--- config.mk ---
export PLATFORM = sky130hd
export DESIGN_NAME = hand_timekeeper
export DESIGN_NICKNAME = d
export VERILOG_FILES = /design/src/rtl/hand_timekeeper.sv
export SDC_FILE = /design/constraint.sdc
export NUM_CORES = 1
export LEC_CHECK = 0
export CAP_MARGIN = 20
export CELL_PAD_IN_SITES_DETAIL_PLACEMENT = 0
export CELL_PAD_IN_SITES_GLOBAL_PLACEMENT = 1
export CORE_UTILIZATION = 40
export CTS_CLUSTER_SIZE = 14
export DETAILED_ROUTE_END_ITERATION = 12
export HOLD_SLACK_MARGIN = 0.15
export PLACE_DENSITY = 0.82
export RECOVER_POWER = 100
export SLEW_MARGIN = 30
export SYNTH_ARGS = -nofsm -noshare
export SYNTH_HDL_FRONTEND = slang
export SYNTH_SLANG_ARGS = --single-unit
--- constraint.sdc ---
create_clock -name clk -period 2.29 [get_ports clk]
set_input_delay 0.229 -clock clk [delete_from_list [all_inputs] [get_ports clk]]
set_output_delay 0.229 -clock clk [all_outputs]
set_load 0.01 [all_outputs]
--- src/rtl/hand_timekeeper.sv ---
// Wall-clock timekeeper for the clock face: 1 Hz prescaler, validated time-set handshake and frame-aligned hand positions.
// Build option: define HOUR_SMOOTH_EN to let the hour hand creep by minute (hh*5 + mm/12).
module hand_timekeeper #(
  parameter int CLK_HZ     = 40000000,
  parameter int STALE_SECS = 3600
) (
  input  logic        clk,
  input  logic        reset_n,
  input  logic        sync_valid,
  output logic        sync_ready,
  input  logic [4:0]  sync_hour,
  input  logic [5:0]  sync_min,
  input  logic [5:0]  sync_sec,
  input  logic        frame_start,
  output logic [5:0]  second_tick,
  output logic [5:0]  minute_tick,
  output logic [5:0]  hour_tick,
  output logic        hands_valid,
  output logic [15:0] since_sync,
  output logic        sync_err
);

  localparam int PRESC_W = (CLK_HZ > 1) ? $clog2(CLK_HZ) : 1;
  localparam logic [PRESC_W-1:0] PRESC_LAST = PRESC_W'(CLK_HZ - 1);

  typedef enum logic [1:0] {
    ST_UNSET,
    ST_SET,
    ST_STALE
  } state_t;

  state_t              state_reg;
  logic [PRESC_W-1:0]  presc_reg;
  logic [5:0]          ss_reg;
  logic [5:0]          mm_reg;
  logic [3:0]          hh_reg;
  logic [15:0]         since_reg;
  logic                sync_ready_reg;
  logic                sync_err_reg;
  logic                hands_valid_reg;
  logic [5:0]          second_tick_reg;
  logic [5:0]          minute_tick_reg;
  logic [5:0]          hour_tick_reg;

  logic                sec_pulse;
  logic                accept;
  logic                word_ok;
  logic                load;
  logic                reject;
  logic [5:0]          ss_next;
  logic [5:0]          mm_next;
  logic [3:0]          hh_next;
  logic [15:0]         since_inc;
  logic                stale_hit;
  logic [5:0]          hh_x5;
  logic [5:0]          hour_pos;

  assign sec_pulse = (presc_reg == PRESC_LAST);
  assign accept    = sync_valid & sync_ready_reg;
  assign word_ok   = (sync_hour < 5'd12) && (sync_min < 6'd60) && (sync_sec < 6'd60);
  assign load      = accept & word_ok;
  assign reject    = accept & ~word_ok;

  always_comb begin
    ss_next = ss_reg + 6'd1;
    mm_next = mm_reg;
    hh_next = hh_reg;
    if (ss_reg == 6'd59) begin
      ss_next = 6'd0;
      if (mm_reg == 6'd59) begin
        mm_next = 6'd0;
        hh_next = (hh_reg == 4'd11) ? 4'd0 : hh_reg + 4'd1;
      end else begin
        mm_next = mm_reg + 6'd1;
      end
    end
  end

  assign since_inc = (since_reg == 16'hFFFF) ? since_reg : since_reg + 16'd1;
  // Judged on the post-increment count so the hands drop on the same edge since_sync hits the limit.
  assign stale_hit = (int'(since_inc) >= STALE_SECS);

  assign hh_x5 = {hh_reg, 2'b00} + {2'b00, hh_reg};
`ifdef HOUR_SMOOTH_EN
  assign hour_pos = hh_x5 + 6'(mm_reg / 6'd12);
`else
  assign hour_pos = hh_x5;
`endif

  // A valid load always beats a coincident second increment.
  always_ff @(posedge clk or negedge reset_n) begin
    if (!reset_n) begin
      state_reg       <= ST_UNSET;
      presc_reg       <= '0;
      ss_reg          <= 6'd0;
      mm_reg          <= 6'd0;
      hh_reg          <= 4'd0;
      since_reg       <= 16'd0;
      sync_ready_reg  <= 1'b0;
      sync_err_reg    <= 1'b0;
      hands_valid_reg <= 1'b0;
    end else begin
      sync_ready_reg <= 1'b1;
      sync_err_reg   <= reject;
      if (load) begin
        hh_reg          <= sync_hour[3:0];
        mm_reg          <= sync_min;
        ss_reg          <= sync_sec;
        presc_reg       <= '0;
        since_reg       <= 16'd0;
        state_reg       <= ST_SET;
        hands_valid_reg <= 1'b1;
      end else begin
        presc_reg <= sec_pulse ? '0 : presc_reg + 1'b1;
        if (sec_pulse) begin
          ss_reg    <= ss_next;
          mm_reg    <= mm_next;
          hh_reg    <= hh_next;
          since_reg <= since_inc;
          if (state_reg == ST_SET && stale_hit) begin
            state_reg       <= ST_STALE;
            hands_valid_reg <= 1'b0;
          end
        end
      end
    end
  end

  // Shadow copies for the rotators; refreshed only at frame boundaries.
  always_ff @(posedge clk or negedge reset_n) begin
    if (!reset_n) begin
      second_tick_reg <= 6'd0;
      minute_tick_reg <= 6'd0;
      hour_tick_reg   <= 6'd0;
    end else if (frame_start) begin
      second_tick_reg <= ss_reg;
      minute_tick_reg <= mm_reg;
      hour_tick_reg   <= hour_pos;
    end
  end

  assign sync_ready  = sync_ready_reg;
  assign sync_err    = sync_err_reg;
  assign hands_valid = hands_valid_reg;
  assign since_sync  = since_reg;
  assign second_tick = second_tick_reg;
  assign minute_tick = minute_tick_reg;
  assign hour_tick   = hour_tick_reg;

endmodule

== After elaboration in Yosys (flattened, before gate mapping) ==
Index checks and enable logic that the tools add are counted.
Storage, ports and cells
  register bits after elaboration: 81
  input port bits: 21
  output and inout bits: 37
  logic and storage cells: 65
Cells by class
  add/sub/neg operators: 6
  $lt $le $gt $ge: 4
  equality and inequality tests: 6
  mux-type cells: 23
  bitwise logic cells: 4
  reduce and logical (&&, ||, !) cells: 10
Operators with widths (number)
  26-bit two-way mux: 2
  16-bit two-way mux: 3
  6-bit two-way mux: 7
  26-bit by 1-bit adder with 26-bit output, second input constant: 1
  26-bit == test, second input constant: 1
  4-bit two-way mux: 5
  16-bit by 1-bit adder with 16-bit output, second input constant: 1
  16-bit == test, second input constant: 1
  16-bit by 12-bit greater-or-equal comparator with 1-bit output, second input constant: 1
  6-bit by 1-bit adder with 6-bit output, second input constant: 2
  6-bit == test, second input constant: 2
  6-bit < comparator, second input constant: 2
  2-bit nonzero test: 4
  6-bit by 4-bit adder with 6-bit output: 1
  2-bit two-way mux: 3
  5-bit by 4-bit < comparator with 1-bit output, second input constant: 1
  4-bit by 1-bit adder with 4-bit output, second input constant: 1
  4-bit == test, second input constant: 1
  2-bit AND reduction: 2
  1-bit AND: 3
  1-bit logical AND: 3
  1-bit two-way mux: 3
  3-bit AND reduction: 1
  2-bit by 1-bit == test with 1-bit output, second input constant: 1
  1-bit NOT: 1

== Logic depth before layout (Yosys ltp) ==
Gate-level depths: netlist of run 1.
  word-level depth: 7
  depth in mapped cells: 8
  gate-level depth less buffers: 6

== Worst setup path before layout of run 1 ==
Ideal clock, no wire load.
  kind: register to register
  start point: reg since_reg[0], in the netlist since_sync[0]
  end point: reg since_reg[10], in the netlist since_sync[10]
  setup time: 0.078 ns
  arrival: 1.963 ns
  data required time: 2.212 ns
  slack: 0.249 ns
  stages on the path, launching flop included: 9
  buffers on the path: 2
  clock period less this slack: 2.041 ns
  cell sequence: dfrtp_1 -> ha_1 -> and4_1 -> clkbuf_1 -> nand4_1 -> nand4_1 -> clkbuf_1 -> or3_1 -> a21oi_1
On the way
  cells in the longest elaborated chain, start to end: 4
  elaborated cells on any way between the ends: 5
  those cells by class: 1 x add/sub; 1 x eq/ne; 3 x mux
RTL lines
  from (decl): line 37  | logic [15:0] since_reg;
  from (signal assigned): line 119  | since_reg <= since_inc;
  16-bit by 1-bit adder with 16-bit output or 16-bit == test (tied branches): line 79  | assign since_inc = (since_reg == 16'hFFFF) ? since_reg : since_reg + 16'd1;
  16-bit two-way mux (*): line 79
  16-bit two-way mux (*): line 115  | if (sec_pulse) begin
  16-bit two-way mux (*): line 105  | if (load) begin
Every way passes the cells marked *; elsewhere a longest branch is shown, timed or not. The select of a mux whose other input is x is not followed.
A chain may end at the register's enable or synchronous reset.

== Final worst setup path of run 1 ==
  start point: reg presc_reg[0]
  end point: reg since_reg[9], in the netlist since_sync[9]
On the way
  cells in the longest elaborated chain, start to end: 2
RTL lines
  from (decl): line 33  | logic [PRESC_W-1:0] presc_reg;
  from (signal assigned): line 114  | presc_reg <= sec_pulse ? '0 : presc_reg + 1'b1;
  26-bit == test: line 58  | assign sec_pulse = (presc_reg == PRESC_LAST);
  2-bit nonzero test (no source line)
Every way passes these cells.

==> results of run 1 <==
-- placed cells by master, fill, tap and decap left out, drive strengths merged, types with 4 or more instances in the layout --
cell type and n:
and3 12, a21oi 18, clkbuf 16, inv 13, or4 4, nand2 36
bufinv 5, a31oi 19, and2 4, dfrtp 80, nor4 7, xnor2 22
o21ai 24, mux2 16, nor3 19, or3 14, nor2 59, and4 10
clkdlybuf4s50 18, ha 7, nand4 17, buf 10, xor2 5, dlygate4sd3 39
nand3 23
-- power by group through the flow --
stage / clock network (uW) / logic [uW] / registers (uW)
5_1_grt: 1560 / 886 / 1860
3_5_place_dp: 0 / 844 / 1860
4_1_cts: 1500 / 853 / 1830
3_3_place_gp: 0 / 834 / 1840
6_report: 1480 / 795 / 1820
2_1_floorplan: 0 / 410 / 1850
-- Yosys cell counts (2+ instances only) --
library cell	n	area, sq um
a21oi_1	18	90.1
nand3_1	22	110
nand3b_1	2	15.0
nor2b_1	3	18.8
a31oi_1	19	119
nand4_1	17	106
nor4_1	6	37.5
or4_1	4	30.0
mux2i_1	2	20.0
buf_1	2	7.51
nor2_1	59	221
nand4b_1	3	26.3
and3_1	12	75.1
clkbuf_1	17	63.8
nor3_1	19	95.1
nor4b_1	2	17.5
nand2_1	36	135
a211oi_1	2	15.0
o21ai_0	24	120
inv_1	12	45.0
ha_1	7	87.6
dfrtp_1	80	2000
a41oi_1	3	26.3
xnor2_1	22	193
xor2_1	5	43.8
and2_1	4	25.0
mux2_2	16	180
and4_1	9	78.8
o31ai_1	2	15.0
or3_1	14	87.6
-- cell type report --
cell class / instances / area (sq um) / share of cell area [%]
multi-input combinational: 348 / 2160 / 40.2
sequential: 80 / 2000 / 37.3
timing repair buffer: 74 / 704 / 13.1
tap: 136 / 170 / 3.17
clock inverter: 7 / 166 / 3.10
clock buffer: 9 / 124 / 2.31
inverter: 12 / 45.0 / 0.839
-- worst max path at each step --
| stage | from | end | slack (ns) | cells after the start |
|---|---|---|---|---|
| 6_report | presc_reg[0] | since_sync[9] | 0.16 | 7 |
| 4_1_cts | presc_reg[0] | since_sync[9] | 0.15 | 7 |
| 5_1_grt | presc_reg[16] | since_sync[11] | 0.01 | 6 |
| 3_3_place_gp | presc_reg[0] | since_sync[9] | 0.19 | 7 |
| 2_1_floorplan | since_sync[0] | since_sync[10] | 0.25 | 8 |
| 3_5_place_dp | presc_reg[0] | since_sync[9] | 0.16 | 7 |
-- metal layers --
metal	global-route usage, %	vias up	part of all wire, %
met3	2.91	18	3.6
met4	7.04	0	1.9
met2	30.3	85	47
met5	0	-	0
li1	-	1802	-
met1	26.0	1805	48
-- metrics by stage --
stage                     hold WS, ns  worst slack, ns
after floorplan               -0.0666            0.249
after global placement          0.249            0.194
after detailed placement        0.250            0.157
after CTS                       0.412            0.152
after global routing            0.497           0.0125
final                           0.470            0.157
-- cells by family after synthesis --
logic type	share of synthesized area, %
AND/OR/NAND/NOR	26.6
XOR/XNOR	5.50
other	0.0872
adder cells (fa/ha/maj)	2.50
multiplexers	4.65
AO/OA/AOI/OAI	10.8
flip-flops	46.5
buffers and inverters	3.26
-- worst max-delay path, stage by stage (launching register included) --
cell,delay (ns)
dfrtp_1,0.42
ha_1,0.19
nor4b_1,0.19
and3_1,0.30
nand3_4,0.21
buf_4,0.27
or3_1,0.35
a21oi_1,0.14
==> out/metrics.yaml, run 1 <==
sta:
  finalHoldViolCount: 0
  worstMarginPinSlew_ns: 1.08
  grt_setup_unrepaired: "no"
  drv_slew: 0
  fin_crit_sh_pct: 93.1
  period_minus_slack_ns: 2.13
  max_slew_margin_pct: 28.2
  fmax_mhz: 469
  fin_tns_setup_ns: 0
  fin_skew_ns: 0.0116
  setup_violations: 0
critical_path:
  crit_path_end_kind: "register"
  critPathRequiredTime_ns: 2.57
  crit_fanout: 17
  crit_type: "register to register"
  critPathLaunchType: "register"
  cp.arrival_ns: 2.42
  rr_worst_depth: 7
  r2r-end: "since_sync[9]"
  r2r-start: "presc_reg[0]"
  worst-r2r-setup-slack_ns: 0.16
finish:
  final_cells: 666
  final_core_util_pct: 51.8
  largest_reg_flops: 26
  nets: 554
  drive_gt1_share_pct: 9.43
  fillers: 959
  diodes: 0
  final_cell_area_sq_mm: 0.00537
  area_growth_pct: 24.9
worst_hold_path:
  holdPathStages: 3
  hp-start: "sync_hour[0]"
  worst_hold_path_type: "input port to register"
  worstHoldEndpoint: "hh_reg[0]"
cts:
  numCtsBuffers: 9
  post_cts_buffers: 0
  cts_tree: "built"
  cts.sinks: 80
  htreeDepth: 3
  clk_pin_slew_ns: 0.09
  cts.repair.resized: 0
  clock_path_buffers: 2
  cts_root_buf: "clkbuf_8"
  insertion_delay_ns: 0.35
  ctsHoldBuffers: 1
global_route:
  antenna_found_initial: 0
  grt-ovfl-total: 0
  grt_pass1_vias: 3589
  grt_max_degree: 42
  grt_pass1_wl_um: 17000
  grt.total_usage_pct: 19.0
logic_synthesis:
  synth_ff_type: "dfrtp_1"
  synth_cell_types: 49
  syn_inst: 462
  synth_seq_cells: 80
  synth-edff-count: 0
  syn_area_sq_mm: 0.00430
  yosys_warnings: 0
  avgSynthCellArea_sq_um: 9.31
  ys_seq_area_share_pct: 46.5
  synthArstFlopShare_pct: 100
  syn_nets: 491
die:
  core_region_area_sq_mm: 0.0104
  floorplan.initialDensity_pct: 41.5
  fp.dieW_um: 106
  fp-row-count: 37
  die_area_sq_mm: 0.0112
  pin_count: 58
  fp.dieH_um: 106
status:
  status: "finished clean"
drt:
  drc: 0
  drt_iter0_drc: 234
  first_pass_iters: 4
  postRouteAntennaNets: 0
  post_drt_wl_per_cell_um: 15.3
  num_vias: 3710
  viasPerCell: 5.57
  drt-total-wl_um: 10200
placed_design:
  port_buffers: 57
  dp.cells: 649
  gp_congestion: 0.816
  dpl_cell_area_sq_mm: 0.00510
  hpwlAfterDp_um: 7320
pwr:
  p_comb_share_pct: 19.4
  intPower_uw: 3000
  swShare_pct: 26.8
  power_density_mw_per_mm2: 762
  vdd_ir_drop_max_mv: 0.360
  switchingPower_uw: 1100
  power_frac_clock_pct: 36.0
  total_power_uw: 4090
  p_leak_uw: 0.00215
  seq_power_share_pct: 44.5
run:
  max_cap_viol_count: 0
Note: power is estimated with default switching activity, not from simulation.
==> inputs of run 2 (changes only) <==
CORE_MARGIN = 5   (was not set)
==> out/metrics.yaml, run 2 (synthesis gave the netlist of run 1 again) <==
status:
  status: "finished clean"
worst_hold_path:
  worst_hold_path_type: "input port to register"
critical_path:
  worstPathCellList: "ha_1 > nor4b_1 > and3_2 > nand3_4 > or4_1 > a31oi_1"
  crit_path_end_kind: "register"
  cpPeakStageDelay_ns: 0.55  # +0.13 ns
  path_buf_inv: 0  # -1
  cp.arrival_ns: 2.36  # -0.06 ns
  crit_family: "simple AND/OR/NAND/NOR gates"
  critPathRequiredTime_ns: 2.56  # about the same
  crit_type: "register to register"
  crit_fanout: 14  # -3
  crit_slowest_cell: "or4_1"
  critPathLaunchType: "register"
die:
  fp.dieH_um: 114  # +7.6%
  pin_count: 58  # unchanged
  die_area_sq_mm: 0.0129  # +16%
  fp-row-count: 37  # unchanged
  fp.dieW_um: 114  # +7.6%
  floorplan.initialDensity_pct: 41.3  # -0.18 points
  core_region_area_sq_mm: 0.0104  # +0.45%
sta:
  worstMarginPinSlew_ns: 1.07  # -0.00909 ns
  max_slew_margin_pct: 28.8  # +0.61 points
  finalHoldViolCount: 0  # unchanged
  fin_skew_ns: 0.0107  # -0.000909 ns
  period_minus_slack_ns: 2.09  # -0.0450 ns
  setup_ws_ns: 0.202  # +0.0450 ns
  fin_crit_sh_pct: 91.2  # -2.0 points
  fin_tns_setup_ns: 0  # unchanged
  fmax_mhz: 479  # +2.2%
  grt_setup_unrepaired: "no"
  setup_violations: 0  # unchanged
  drv_slew: 0  # unchanged
drt:
  top_layer: "met4"
  wl_met3_um: 418  # +15%
  num_vias: 3714  # +0.11%
  drc: 0  # unchanged
  wl_met2_um: 5020  # +4.5%
  drt-total-wl_um: 10600  # +3.6%
  m1WireLength_um: 4970  # +2.6%
  first_pass_iters: 4  # unchanged
  post_drt_wl_per_cell_um: 15.8  # +3.1%
  viasPerCell: 5.55  # -0.34%
  drt_iter0_drc: 146  # -38%
  postRouteAntennaNets: 0  # unchanged
global_route:
  grt_max_degree: 47  # +12%
  antenna_found_initial: 0  # unchanged
  grt_pass1_vias: 3590  # +0.028%
  grt_pass1_wl_um: 17800  # +4.7%
  grt-ovfl-total: 0  # unchanged
  grt.total_usage_pct: 16.9  # -2.1 points
finish:
  largest_reg_flops: 26  # unchanged
  area_growth_pct: 23.6
  drive_gt1_share_pct: 10.5  # +1.1 points
  final_common_cell: "dfrtp_1"
  diodes: 0  # unchanged
  final_cell_mix: "dfrtp_1, nor2_1, dlygate4sd3_1"
  fillers: 955  # -0.42%
  final_core_util_pct: 51.1  # -0.73 points
  nets: 557  # +0.54%
placed_design:
  place_ws_ns: 0.143  # -0.0134 ns
  gp_congestion: 0.865  # +6.0%
  hpwlAfterDp_um: 7530  # +2.8%
  port_buffers: 57  # unchanged
cts:
  numCtsBuffers: 9  # unchanged
  cts.sinks: 80  # unchanged
  htreeDepth: 3  # unchanged
  cts_root_buf: "clkbuf_8"
  clock_path_buffers: 2  # unchanged
  clk_pin_slew_ns: 0.09  # about the same
  cts_tree: "built"
  insertion_delay_ns: 0.35  # about the same
pwr:
  p_leak_uw: 0.00213  # -0.91%
  vdd_ir_drop_max_mv: 0.436  # +21%
  power_density_mw_per_mm2: 698  # -8.4%
run:
  max_cap_viol_count: 0  # unchanged
==> run 2: cell count changes in the layout (fill, tap and decap cells not counted), sizes merged <==
cell and change:
buf +6, bufinv -4, clkbuf -3, clkdlybuf4s50 -1
clkinv +2, clkinvlp +1, dlygate4sd3 +1, inv +1
==> run 2: power by group <==
part | switching, uW | total (uW) | internal [uW]
Sequential | 204 | 1820 | 1620
Clock | 565 | 1080 | 515
Combinational | 374 | 812 | 438
==> run 2: final timing paths <==
check	from	endpoint	slack, ns	depth (start not counted)
setup / recovery	presc_reg[1]	hh_reg[3]	0.20	6
hold / removal	sync_valid	sync_err	0.46	3
setup reg to reg	presc_reg[1]	hh_reg[3]	0.20	6
hold reg to reg	state_reg[1]	state_reg[1]	0.48	1
max in group asynchronous	reset_n	presc_reg[25]	0.53	3
min in group asynchronous	reset_n	ss_reg[2]	0.52	2
==> run 2: area by class of cell <==
cell class	count	area, sq um	area share [%]
well taps	136	170	3.20
clock inverters	7	80.1	1.51
clock buffers	9	124	2.33
repair buffers	77	737	13.9
inverters	12	45.0	0.847
flip-flops and latches	80	2000	37.6
multi-input cells	348	2160	40.6
==> run 2: stage by stage <==
step           power, uW  hold slack, ns  instance area [sq um]  cells
2_1_floorplan       2260         -0.0666                   4300    462
3_3_place_gp        2680           0.219                   5110    650
3_5_place_dp        2700           0.220                   5110    650
4_1_cts             3800           0.374                   5320    667
5_1_grt             3930           0.463                   5320    669
6_report            3710           0.457                   5320    669
==> run 2: repair_timing <==
item                                   CTS  global route
hold buffers                             1             0
resized for setup                        0             1
setup endpoints to repair                0             3
setup buffers                            0             2
endpoints found under the hold margin   34             0
==> run 2: layer usage <==
metal	GRT usage, %	up-vias
met5	0	-
met4	5.21	0
met3	3.82	14
met2	26.8	83
met1	23.1	1806
li1	-	1811
==> run 2: worst min-delay path, delay by kind of cell <==
| family | cells | cell delay, ns |
|---|---|---|
| buffers and inverters | 1 | 0.42 |
| AND/OR/NAND/NOR | 1 | 0.09 |
| AO/OA/AOI/OAI | 1 | 0.05 |
==> inputs of run 3 (changes only) <==
CORE_UTILIZATION = 30   (was 40)
PLACE_DENSITY = 0.66   (was 0.82)
==> out/metrics.yaml, run 3 (synthesis gave the netlist of run 1 again) <==
status:
  status: "finished clean"
global_route:
  antenna_found_initial: 0  # unchanged
  grt.total_usage_pct: 13.9  # -3.0 points
  grt-ovfl-total: 0  # unchanged
  grt_pass1_vias: 3634  # +1.2%
  grt_max_degree: 40  # -15%
  grt_pass1_wl_um: 18700  # +4.8%
drt:
  postRouteAntennaNets: 0  # unchanged
  drc: 0  # unchanged
  drt_iter0_drc: 282  # +93%
  first_pass_iters: 4  # unchanged
  post_drt_wl_per_cell_um: 15.4  # -2.7%
  viasPerCell: 5.18  # -6.7%
  num_vias: 3694  # -0.54%
  drt-total-wl_um: 11000  # +3.7%
critical_path:
  cp.arrival_ns: 2.35  # about the same
  cpPeakStageDelay_ns: 0.40  # -0.15 ns
  crit_path_end_kind: "register"
  rr_worst_depth: 7  # +1
  critPathLaunchType: "register"
  worstPathCellList: "ha_1 > nor4b_1 > and3_1 > nand3_4 > buf_4 > or3_1 > a21oi_1"
  worst-r2r-setup-slack_ns: 0.20  # about the same
  crit_fanout: 16  # +2
  crit_type: "register to register"
  crit_slowest_cell: "dfrtp_1"
  critPathRequiredTime_ns: 2.55  # about the same
finish:
  largest_reg_flops: 26  # unchanged
  drive_gt1_share_pct: 9.57  # -0.94 points
  area_growth_pct: 26.2
  fillers: 1426  # +49%
  final_cell_mix: "dfrtp_1, nor2_1, dlygate4sd3_1"
  multi_input_area_sq_mm: 0.00216  # about the same
  diodes: 0  # unchanged
  nets: 557  # unchanged
  final_common_cell: "dfrtp_1"
  seqCellArea_sq_mm: 0.00200  # unchanged
cts:
  cts.repair.resized: 0  # unchanged
  cts_root_buf: "clkbuf_16"
  insertion_delay_ns: 0.34  # about the same
  cts.sinks: 80  # unchanged
  clk_pin_slew_ns: 0.06  # -0.03 ns
  numCtsBuffers: 9  # unchanged
  htreeDepth: 3  # unchanged
  cts_tree: "built"
  clock_path_buffers: 2  # unchanged
pwr:
  vdd_ir_drop_max_mv: 0.343  # -21%
  switchingPower_uw: 1140  # -0.61%
  power_density_mw_per_mm2: 738  # +5.7%
  seq_power_share_pct: 45.5  # -3.6 points
  p_leak_uw: 0.00216  # +1.4%
  p_comb_share_pct: 19.9  # -2.0 points
  swShare_pct: 28.3  # -2.4 points
  power_frac_clock_pct: 34.6  # +5.5 points
  intPower_uw: 2870  # +12%
sta:
  drv_slew: 0  # unchanged
  fmax_mhz: 479  # about the same
  max_slew_margin_pct: 28.7  # -0.12 points
  fin_crit_sh_pct: 91.2  # about the same
  worstMarginPinSlew_ns: 1.07  # +0.00174 ns
  setup_ws_ns: 0.201  # -0.00148 ns
  finalHoldViolCount: 0  # unchanged
  fin_tns_setup_ns: 0  # unchanged
  grt_setup_unrepaired: "no"
  setup_violations: 0  # unchanged
  fin_skew_ns: 0.00934  # -0.00134 ns
  period_minus_slack_ns: 2.09  # +0.00148 ns
die:
  fp.dieH_um: 130  # +14%
  fp.dieW_um: 130  # +14%
  die_area_sq_mm: 0.0168  # +30%
  fp-row-count: 43  # +16%
  core_region_area_sq_mm: 0.0140  # +34%
  pin_count: 58  # unchanged
  floorplan.initialDensity_pct: 30.8  # -11 points
placed_design:
  port_buffers: 57  # unchanged
  place_ws_ns: 0.189  # +0.0457 ns
  gp_congestion: 0.785  # -9.3%
  hpwlAfterDp_um: 8040  # +6.8%
worst_hold_path:
  worst_hold_path_type: "input port to register"
  holdPathStages: 3  # unchanged
run:
  max_cap_viol_count: 0  # unchanged
[run 3: cell count changes in the layout (fill, tap and decap cells not counted), sizes merged]
cell	before	now
dlygate4sd3	40	39
clkbuf	13	21
clkinvlp	2	1
clkdlybuf4s50	17	18
bufinv	1	0
clkinv	2	1
inv	14	12
buf	16	13
[run 3: power groups by stage]
stage | clock network [uW] | registers (uW) | logic [uW]
final | 1390 | 1820 | 798
after global routing | 1490 | 1860 | 898
after CTS | 1420 | 1830 | 861
after detailed placement | 0 | 1850 | 853
after global placement | 0 | 1840 | 849
after floorplan | 0 | 1850 | 410
[run 3: repair_timing]
item	CTS	global route
hold buffers	1	0
buffers inserted	0	0
hold endpoints to repair	37	0
[run 3: metrics by stage]
step | power, uW | hold slack, ns | cells | area, sq um | utilization, %
floorplan | 2260 | -0.0666 | 462 | 4300 | -
global placement | 2690 | 0.246 | 696 | 5180 | 37.0
global route | 4250 | 0.499 | 713 | 5430 | 38.8
finish | 4010 | 0.482 | 713 | 5430 | 38.8
detailed placement | 2710 | 0.253 | 696 | 5180 | 37.0
CTS | 4110 | 0.430 | 713 | 5480 | 39.2
[run 3: final timing paths]
check / from / end
worst max-delay path: presc_reg[0] / since_sync[9]
max in group asynchronous: reset_n / second_tick[0]
min in group asynchronous: reset_n / minute_tick[0]
worst max register to register: presc_reg[0] / since_sync[9]
worst min-delay path: sync_hour[0] / hh_reg[0]
worst min register to register: state_reg[1] / state_reg[1]
[run 3: layer usage]
| layer | part of all wire (%) | vias to the layer above | routed length (um) | GRT usage [%] |
|---|---|---|---|---|
| li1 | - | 1815 | - | - |
| met1 | 48 | 1793 | 5220 | 19.0 |
| met2 | 47 | 73 | 5100 | 21.7 |
| met3 | 4.1 | 13 | 452 | 2.91 |
| met4 | 1.6 | 0 | 175 | 5.20 |
| met5 | 0 | - | 0 | 0 |
[run 3: cell type report]
cell class	count	share of cell area [%]
Multi-Input combinational cell	348	39.8
Tap cell	180	4.15
Timing Repair Buffer	77	13.1
Clock buffer	14	5.05
Inverter	12	0.829
Clock inverter	2	0.230
Sequential cell	80	36.9
[run 3: worst max-delay path: cells and delay by family (launching register included)]
family / cells / cell delay [ns]
and+or+nand+nor: 4 / 1.05
buffers and inverters: 1 / 0.25
adders and majority gates: 1 / 0.18
AOI/OAI and AO/OA: 1 / 0.14
DFF: 1 / 0.40
